## src/rtl/cpu_pkg.sv

```systemverilog
// Shared CPU definitions: opcode encodings, ALU-class opcode test and the
// dispatch entry layout used by the ALU, load and store buffers.
package cpu_pkg;

   localparam int INSTR_W = 32;

   typedef enum logic [5:0] {
      OP_RTYPE = 6'b000000,
      OP_BEQ   = 6'b000100,
      OP_BNE   = 6'b000101,
      OP_BLEZ  = 6'b000110,
      OP_ADDI  = 6'b001000,
      OP_ADDIU = 6'b001001,
      OP_SLTIU = 6'b001011,
      OP_ANDI  = 6'b001100,
      OP_ORI   = 6'b001101,
      OP_XORI  = 6'b001110,
      OP_LUI   = 6'b001111,
      OP_LW    = 6'b100011,
      OP_SW    = 6'b101011
   } opcode_t;

   typedef struct packed {
      logic [INSTR_W-1:0] instr;
      logic [INSTR_W-1:0] instr_no;
   } disp_entry_t;

   function automatic logic is_alu_op(input logic [5:0] op);
      case (op)
         OP_RTYPE, OP_BLEZ, OP_ADDI, OP_ADDIU, OP_SLTIU,
         OP_ANDI, OP_ORI, OP_XORI, OP_LUI: return 1'b1;
         default:                          return 1'b0;
      endcase
   endfunction

endpackage

```

## src/rtl/alu_buf_fifo.sv

```systemverilog
// In-order storage for the ALU dispatch buffer: entry array, wrapping pointers,
// occupancy counter and flush. Callers must only assert wr_en when there is room.
module alu_buf_fifo
   import cpu_pkg::*;
#(
   parameter int DEPTH = 4,
   parameter int DW    = 2 * INSTR_W
) (
   input  logic                       clk,
   input  logic                       rst,
   input  logic                       flush,
   input  logic                       wr_en,
   input  logic [DW-1:0]              wr_data,
   input  logic                       rd_en,
   output logic [DW-1:0]              rd_data,
   output logic [$clog2(DEPTH):0]     count
);

   localparam int PW = $clog2(DEPTH);
   localparam int CW = PW + 1;

   logic [DW-1:0] mem [DEPTH];
   logic [PW-1:0] wr_ptr;
   logic [PW-1:0] rd_ptr;

   // Storage carries no reset; the empty case is masked on the read side.
   always_ff @(posedge clk) begin
      if (wr_en && !flush && !rst) begin
         mem[wr_ptr] <= wr_data;
      end
   end

   always_ff @(posedge clk) begin
      if (rst || flush) begin
         wr_ptr <= '0;
         rd_ptr <= '0;
         count  <= '0;
      end else begin
         if (wr_en) begin
            wr_ptr <= wr_ptr + PW'(1);
         end
         if (rd_en) begin
            rd_ptr <= rd_ptr + PW'(1);
         end
         if (wr_en && !rd_en) begin
            count <= count + CW'(1);
         end else if (rd_en && !wr_en) begin
            count <= count - CW'(1);
         end
      end
   end

   assign rd_data = (count == '0) ? '0 : mem[rd_ptr];

endmodule

```

## src/rtl/alu_dispatch_buffer.sv

```systemverilog
// Receive-side ALU dispatch buffer: detects new dispatches, filters non-ALU opcodes
// and queues instructions for in-order issue. Optional same-cycle bypass: ALU_BUF_BYPASS_EN.
module alu_dispatch_buffer
   import cpu_pkg::*;
#(
   parameter int DEPTH = 4,
   parameter int W     = 32
) (
   input  logic                   clk,
   input  logic                   rst,
   input  logic [W-1:0]           ALU_Instr,
   input  logic [W-1:0]           ALU_InstrNO,
   input  logic                   ALU_DR,
   output logic                   ALUbuffer_ready,
   output logic [W-1:0]           issue_instr,
   output logic [W-1:0]           issue_instr_no,
   output logic                   issue_valid,
   input  logic                   issue_ready,
   input  logic                   flush,
   output logic [$clog2(DEPTH):0] occupancy,
   output logic                   overflow_err,
   output logic                   bad_op_err
);

   localparam int CW = $clog2(DEPTH) + 1;

   logic [W-1:0]   last_no;
   logic           seen;
   logic           new_disp;
   logic           alu_op;
   logic           fifo_valid;
   logic           fifo_full;
   logic           deq;
   logic           enq;
   logic           bypass_take;
   logic [2*W-1:0] head;

   assign new_disp   = ALU_DR && (!seen || (ALU_InstrNO != last_no));
   assign alu_op     = is_alu_op(ALU_Instr[W-1 -: 6]);
   assign fifo_valid = (occupancy != '0);
   assign fifo_full  = (occupancy == CW'(DEPTH));
   assign deq        = fifo_valid && issue_ready;

`ifdef ALU_BUF_BYPASS_EN
   assign bypass_take = new_disp && alu_op && !flush && !fifo_valid && issue_ready;
`else
   assign bypass_take = 1'b0;
`endif

   // A full buffer still accepts when the head leaves in the same cycle.
   assign enq = new_disp && alu_op && !flush && !bypass_take && (!fifo_full || deq);

   alu_buf_fifo #(
      .DEPTH (DEPTH),
      .DW    (2 * W)
   ) u_fifo (
      .clk     (clk),
      .rst     (rst),
      .flush   (flush),
      .wr_en   (enq),
      .wr_data ({ALU_Instr, ALU_InstrNO}),
      .rd_en   (deq),
      .rd_data (head),
      .count   (occupancy)
   );

   // Dispatch tracking and sticky errors; tracking updates even across a flush
   // so a held ALU_DR is never taken twice.
   always_ff @(posedge clk) begin
      if (rst) begin
         last_no      <= '0;
         seen         <= 1'b0;
         overflow_err <= 1'b0;
         bad_op_err   <= 1'b0;
      end else if (new_disp) begin
         last_no <= ALU_InstrNO;
         seen    <= 1'b1;
         if (!alu_op) begin
            bad_op_err <= 1'b1;
         end else if (fifo_full && !deq) begin
            overflow_err <= 1'b1;
         end
      end
   end

   assign ALUbuffer_ready = (occupancy < CW'(DEPTH)) && !flush;
   assign issue_valid     = fifo_valid || bypass_take;
   assign issue_instr     = bypass_take ? ALU_Instr   : head[2*W-1:W];
   assign issue_instr_no  = bypass_take ? ALU_InstrNO : head[W-1:0];

endmodule

```

## config.mk

```make
export PLATFORM = sky130hd
export DESIGN_NAME = alu_dispatch_buffer
export DESIGN_NICKNAME = d
export VERILOG_FILES = /design/src/rtl/cpu_pkg.sv /design/src/rtl/alu_buf_fifo.sv /design/src/rtl/alu_dispatch_buffer.sv
export SDC_FILE = /design/constraint.sdc
export NUM_CORES = 1
export LEC_CHECK = 0
export CORE_AREA = 2 2 138 274
export CTS_CLUSTER_DIAMETER = 40
export CTS_CLUSTER_SIZE = 40
export DETAILED_ROUTE_END_ITERATION = 7
export DIE_AREA = 0 0 140 276
export PLACE_DENSITY = 0.51
export SLEW_MARGIN = 20
export SYNTH_ARGS = -nofsm -noshare
export SYNTH_HDL_FRONTEND = slang
export SYNTH_HIERARCHICAL = 1
export SYNTH_SLANG_ARGS = --single-unit
```

## constraint.sdc

```tcl
create_clock -name clk -period 5.8 [get_ports clk]
set_input_delay 1.16 -clock clk [delete_from_list [all_inputs] [get_ports clk]]
set_output_delay 1.16 -clock clk [all_outputs]
set_load 0.05 [all_outputs]
```

**After elaboration in Yosys (flattened, before gate mapping)**

Memory sizes are Yosys's and may differ from the RTL's. A register that Yosys moved wholly into a read port is not among the register bits.
Cells that the tools add are included.

- Register bits after elaboration: 42
- Bits in writable memories: 256
- ROM bits: 16
- Input bits: 69
- Output and inout port bits: 71
- Logic and storage cells: 51
- Memories kept: 2

- Add/sub/neg operators: 4
- $lt $le $gt $ge: 1
- Eq/ne operators: 2
- Mux-type cells: 8
- Bitwise gates (word level): 1
- Reduce and logical (&&, ||, !) cells: 26

Memories:

| memory | depth | width | read ports | clocked after Yosys merged registers in | wr ports | line | RTL |
|---|---|---|---|---|---|---|---|
| u_fifo.mem | 4 | 64 | 1 | 1 | 1 | alu_buf_fifo.sv:22 | `logic [DW-1:0] mem [DEPTH];` |
| (no name shown) | 16 | 1 | 1 | 0 | 0 | cpu_pkg.sv:29 | `case (op)` |

Operators by type and width:

| cell | number |
|---|---|
| 64-bit 2-to-1 mux | 1 |
| 32-bit != test | 1 |
| 1-bit logical AND | 11 |
| 1-bit zero test | 6 |
| 3-bit 2-to-1 mux | 2 |
| 2-bit by 1-bit adder with 2-bit output, second input constant | 2 |
| 2-bit 2-to-1 mux | 2 |
| 3-bit by 1-bit adder with 3-bit output, second input constant | 1 |
| 3-bit == test, second input constant | 1 |
| 3-bit zero test | 1 |
| 1-bit logical OR | 3 |
| 3-bit less-than comparator, second input constant | 1 |
| 1-bit 2-to-1 mux | 3 |
| 3-bit AND reduction | 1 |
| 3-bit nonzero test | 1 |
| 3-bit by 1-bit subtractor with 3-bit output, second input constant | 1 |
| 2-bit zero test | 1 |
| 2-bit AND reduction | 1 |
| 2-bit nonzero test | 1 |
| 1-bit NOT | 1 |

**Logic depth before layout (Yosys ltp)**

- Depth in word-level cells: 10
- Depth in mapped cells: 12
- Mapped depth without buffers: 11

**Hierarchy**

The synthesis kept the hierarchy.

By module, submodules not included:

| module | times used | cells each | area each (um^2) | sequential area each (um^2) |
|---|---|---|---|---|
| alu_buf_fifo | 1 | 449 | 10,102.2 | 7,867.5 |
| alu_dispatch_buffer | 1 | 335 | 2,487.4 | 700.7 |

**Worst setup path before layout**

OpenSTA, ideal clock, no wires.

- Path type: in2reg
- Start point: input port ALU_InstrNO[24]
- End point: memory u_fifo/mem[0][0] in the netlist's numbering, enable pin
- Setup time: 0.429 ns
- Data arrival time: 4.204 ns
- Required time: 5.371 ns
- Path slack: 1.167 ns
- Stages: 7
- Buffers on the path: 1
- Cells stage by stage: xor2_1 -> nor4_1 -> nand3_1 -> clkbuf_1 -> nor3_1 -> nor4_1 -> and3_1

- Longest elaborated chain between the ends: 10

RTL lines:

| element | line | RTL |
|---|---|---|
| start, declared | alu_dispatch_buffer.sv:12 | `input logic [W-1:0] ALU_InstrNO,` |
| 32-bit != test | alu_dispatch_buffer.sv:38 | `assign new_disp = ALU_DR && (!seen \|\| (ALU_InstrNO != last_no));` |
| 1-bit logical OR | alu_dispatch_buffer.sv:38 |  |
| 1-bit logical AND | alu_dispatch_buffer.sv:38 |  |
| 1-bit logical AND (3 in series) | alu_dispatch_buffer.sv:51 | `assign enq = new_disp && alu_op && !flush && !bypass_take && (!fifo_full \|\| deq);` |
| net enq | alu_dispatch_buffer.sv:34 | `logic enq;` |
| 1-bit logical AND (2 in series) | alu_buf_fifo.sv:28 | `if (wr_en && !flush && !rst) begin` |
| 1-bit 2-to-1 mux | alu_buf_fifo.sv:28 |  |
| 1-bit 2-to-1 mux (implied by the code) | alu_buf_fifo.sv:29 | `mem[wr_ptr] <= wr_data;` |
| end, declared | alu_buf_fifo.sv:22 |  |

The timed path passes the listed nets, and every way through them passes these cells.

==> flow_summary.yaml <==
status:
  outcome: "complete, but fails checks"
  violations: "DRC"
die:
  ioPinCount: 140
  num_rows: 99
  die_h_um: 276
  start_util_pct: 34.5
  die_area_um2: 38600
  die_x_um: 140
  core_um2: 36500
timing:
  setup_violations: 0
  relSlewSlack_pct: 37.9
  rsz0062_at_grt: "false"
  clock_skew_ns: 0.0199
  slew_violations: 0
  timing.fmax_mhz: 228
  layout_setup_ws_ns: 1.42
  period_minus_slack_ns: 4.38
  tightest_slew_ns: 0.931
  post-route-period-util_pct: 75.6
  finalSetupTns_ns: 0
  hold_viol_final: 0
synthesis:
  yosysUniqueCellTypes: 38
  synthCells: 784
  synth_top_family_by_area: "multiplexers"
  synth_seq_cells: 300
  synthAdderAreaFrac_pct: 0.656
  synth_top_area_share_pct: 61.1
  yosysMostFrequentCell: "edfxtp_1"
  synth-simple-area-share_pct: 9.82
  synth_edf_count: 256
  synthFlopType: "edfxtp_1"
  yosys-mux-area-fraction_pct: 11.9
  async_flop_share_pct: 0
  synthTopCellsByCount: "edfxtp_1 (256), mux4_2 (64), nor2b_1 (64)"
  yosysSeqAreaShare_pct: 68.1
  synth_area_um2: 12600
  ys_top_cells_by_area: "edfxtp_1 (61%), mux4_2 (11%), dfxtp_1 (7.0%), nor2b_1 (3.2%), xor2_1 (2.4%)"
  yosysTopAreaCell: "edfxtp_1"
  synth_compound_area_share_pct: 4.49
  synth_xor_area_share_pct: 2.57
  yosys_warnings: 6
  synth_nets: 859
  synth_area_per_cell_um2: 16.1
drt:
  dr.pass1.iters: 8
  vias: 7074
  drt-total-wl_um: 29600
  antenna_left: 0
  drc_errors: 9
  wl_per_cell_um: 21.1
  vias_per_cell: 5.06
  drtIter0Drc: 379
global_routing:
  grt_overflow: 0
  globalRouteTotalUtil_pct: 15.5
  grt_pass1_wl_um: 45900
  grt_max_degree: 95
  antenna_found_initial: 1
  grt_pass1_vias: 7613
final_layout:
  finish.utilization_pct: 42.4
  area_growth_pct: 23.0
  drive_above_1_share_pct: 15.5
  fillers: 3314
  fin_area_um2: 15500
  nNetsFinal: 994
power_and_ir_drop:
  cellPowerDensity_nw_per_um2: 305
  peakVddDrop_mv: 0.216
  power_leakage_nw: 4.84
  power.total_mw: 4.72
placed_design:
  globalplace.congestion: 0.713
  hpwl_um: 18300
  pre_cts_slack_ns: 1.13
  dpl_cell_area_um2: 14400
  io_buffers: 139
setup_path:
  critical_path_class: "reg -> out"
  crit_chain: "buf_12, mux4_2, nor2b_1, clkdlybuf4s50_1"
  arrival_ns: 3.22
  cp_data_required_time_ns: 4.64
  startpoint_type: "flip-flop"
  path_max_fanout: 38
  critPathCaptureType: "output port"
  cp_slowest_cell: "dfxtp_4"
  worst_path_largest_cell_delay_ns: 0.77
clocking:
  clockRootBuffer: "clkbuf_16"
  cts_resized: 0
  postCtsSetupBuffers: 0
  clk_latency_ns: 0.58
  cts.sinks: 300
  clk_pin_slew_ns: 0.06
  holdBufCountCts: 0
  cts_tree: "yes"
  cts_buffers: 31
  htree_num_levels: 1
  cts_buffer_depth: 3
flow_run:
  maxCapViolations: 0
worst_hold_path:
  hold_class: "reg -> reg"
-- flip-flops by register name, indices dropped and copies added, names as in the netlist, named ones only --
signal	count
bad_op_err	1
overflow_err	1
u_fifo/mem	256
last_no	32
u_fifo/count	3
u_fifo/wr_ptr	2
seen	1
u_fifo/rd_ptr	2
-- metrics by stage --
step | hold WS [ns] | std cells
2_1_floorplan | 0.440 | 784
3_3_place_gp | 0.457 | 1340
3_5_place_dp | 0.462 | 1340
4_1_cts | 0.476 | 1397
5_1_grt | 0.513 | 1398
6_report | 0.475 | 1398
-- layer usage --
layer	part of all wire, %	vias up	global-route usage [%]
met5	0	-	0
met4	2.8	0	5.36
met3	3.2	46	1.80
met2	58	116	30.6
met1	36	3635	16.7
li1	-	3277	-
-- layout by cell type, fill, tap and decap left out, types with 2 or more instances in the layout --
cell type        count
dfxtp_1             42
nor2b_1             64
ha_1                 5
o21ai_0             20
clkinv_8             4
o21ai_1             10
a21oi_1             30
nor3_1               2
nor3b_1             28
o22ai_1              2
nand2b_1            29
buf_2                2
mux4_2              64
mux2i_1              6
buf_4               15
edfxtp_1           256
inv_8                5
clkinv_2             2
or3_1                2
xnor2_1              3
nand2_1             29
clkbuf_16           31
dfxtp_4              2
inv_1                7
o311ai_1            28
inv_6                4
xor2_1              34
clkinv_4             6
nor2_1              44
clkdlybuf4s50_1    137
nor4_1               8
and3_4               4
-- final timing paths --
path	start	to	slack (ns)	cells after the start
worst max register to register	last_no[13]	u_fifo/mem[0][8]	2.67	8
worst min-delay path	seen	seen	0.48	2
worst min register to register	seen	seen	0.48	2
worst max-delay path	flip-flop	issue_instr[17]	1.42	4
-- cell families (layout without fill, tap and decap cells) --
| group | after synthesis | in the layout |
|---|---|---|
| simple gates | 220 | 220 |
| mux | 70 | 70 |
| xor+xnor | 37 | 37 |
| other cells | 0 | 1 |
| buf+inv | 60 | 219 |
| flops | 300 | 300 |
| fa+ha+maj | 6 | 6 |
| compound gates | 91 | 91 |
-- report_power, final --
group          switching, mW  internal [mW]  total (mW)  leakage [nW]
Combinational          0.194          0.136       0.330          1.66
Clock                  0.936           1.08        2.01         0.515
Sequential            0.0217           2.36        2.38          2.67
-- cell type report --
type	instances	area, µm²	share of cell area [%]
multi-input cells	424	3740	24.2
clock buffers	32	779	5.03
inverters	7	26.3	0.170
clock inverters	25	277	1.79
flip-flops and latches	300	8580	55.4
diodes	1	2.50	0.0162
repair buffers	155	1510	9.78
well taps	454	568	3.67
-- critical path, delay by kind of cell (launching register included) --
family | cells | cell delay [ns]
flops | 1 | 0.77
simple gates | 1 | 0.15
buf+inv | 2 | 1.09
mux | 1 | 0.59
(Power assumes the default switching activity.)
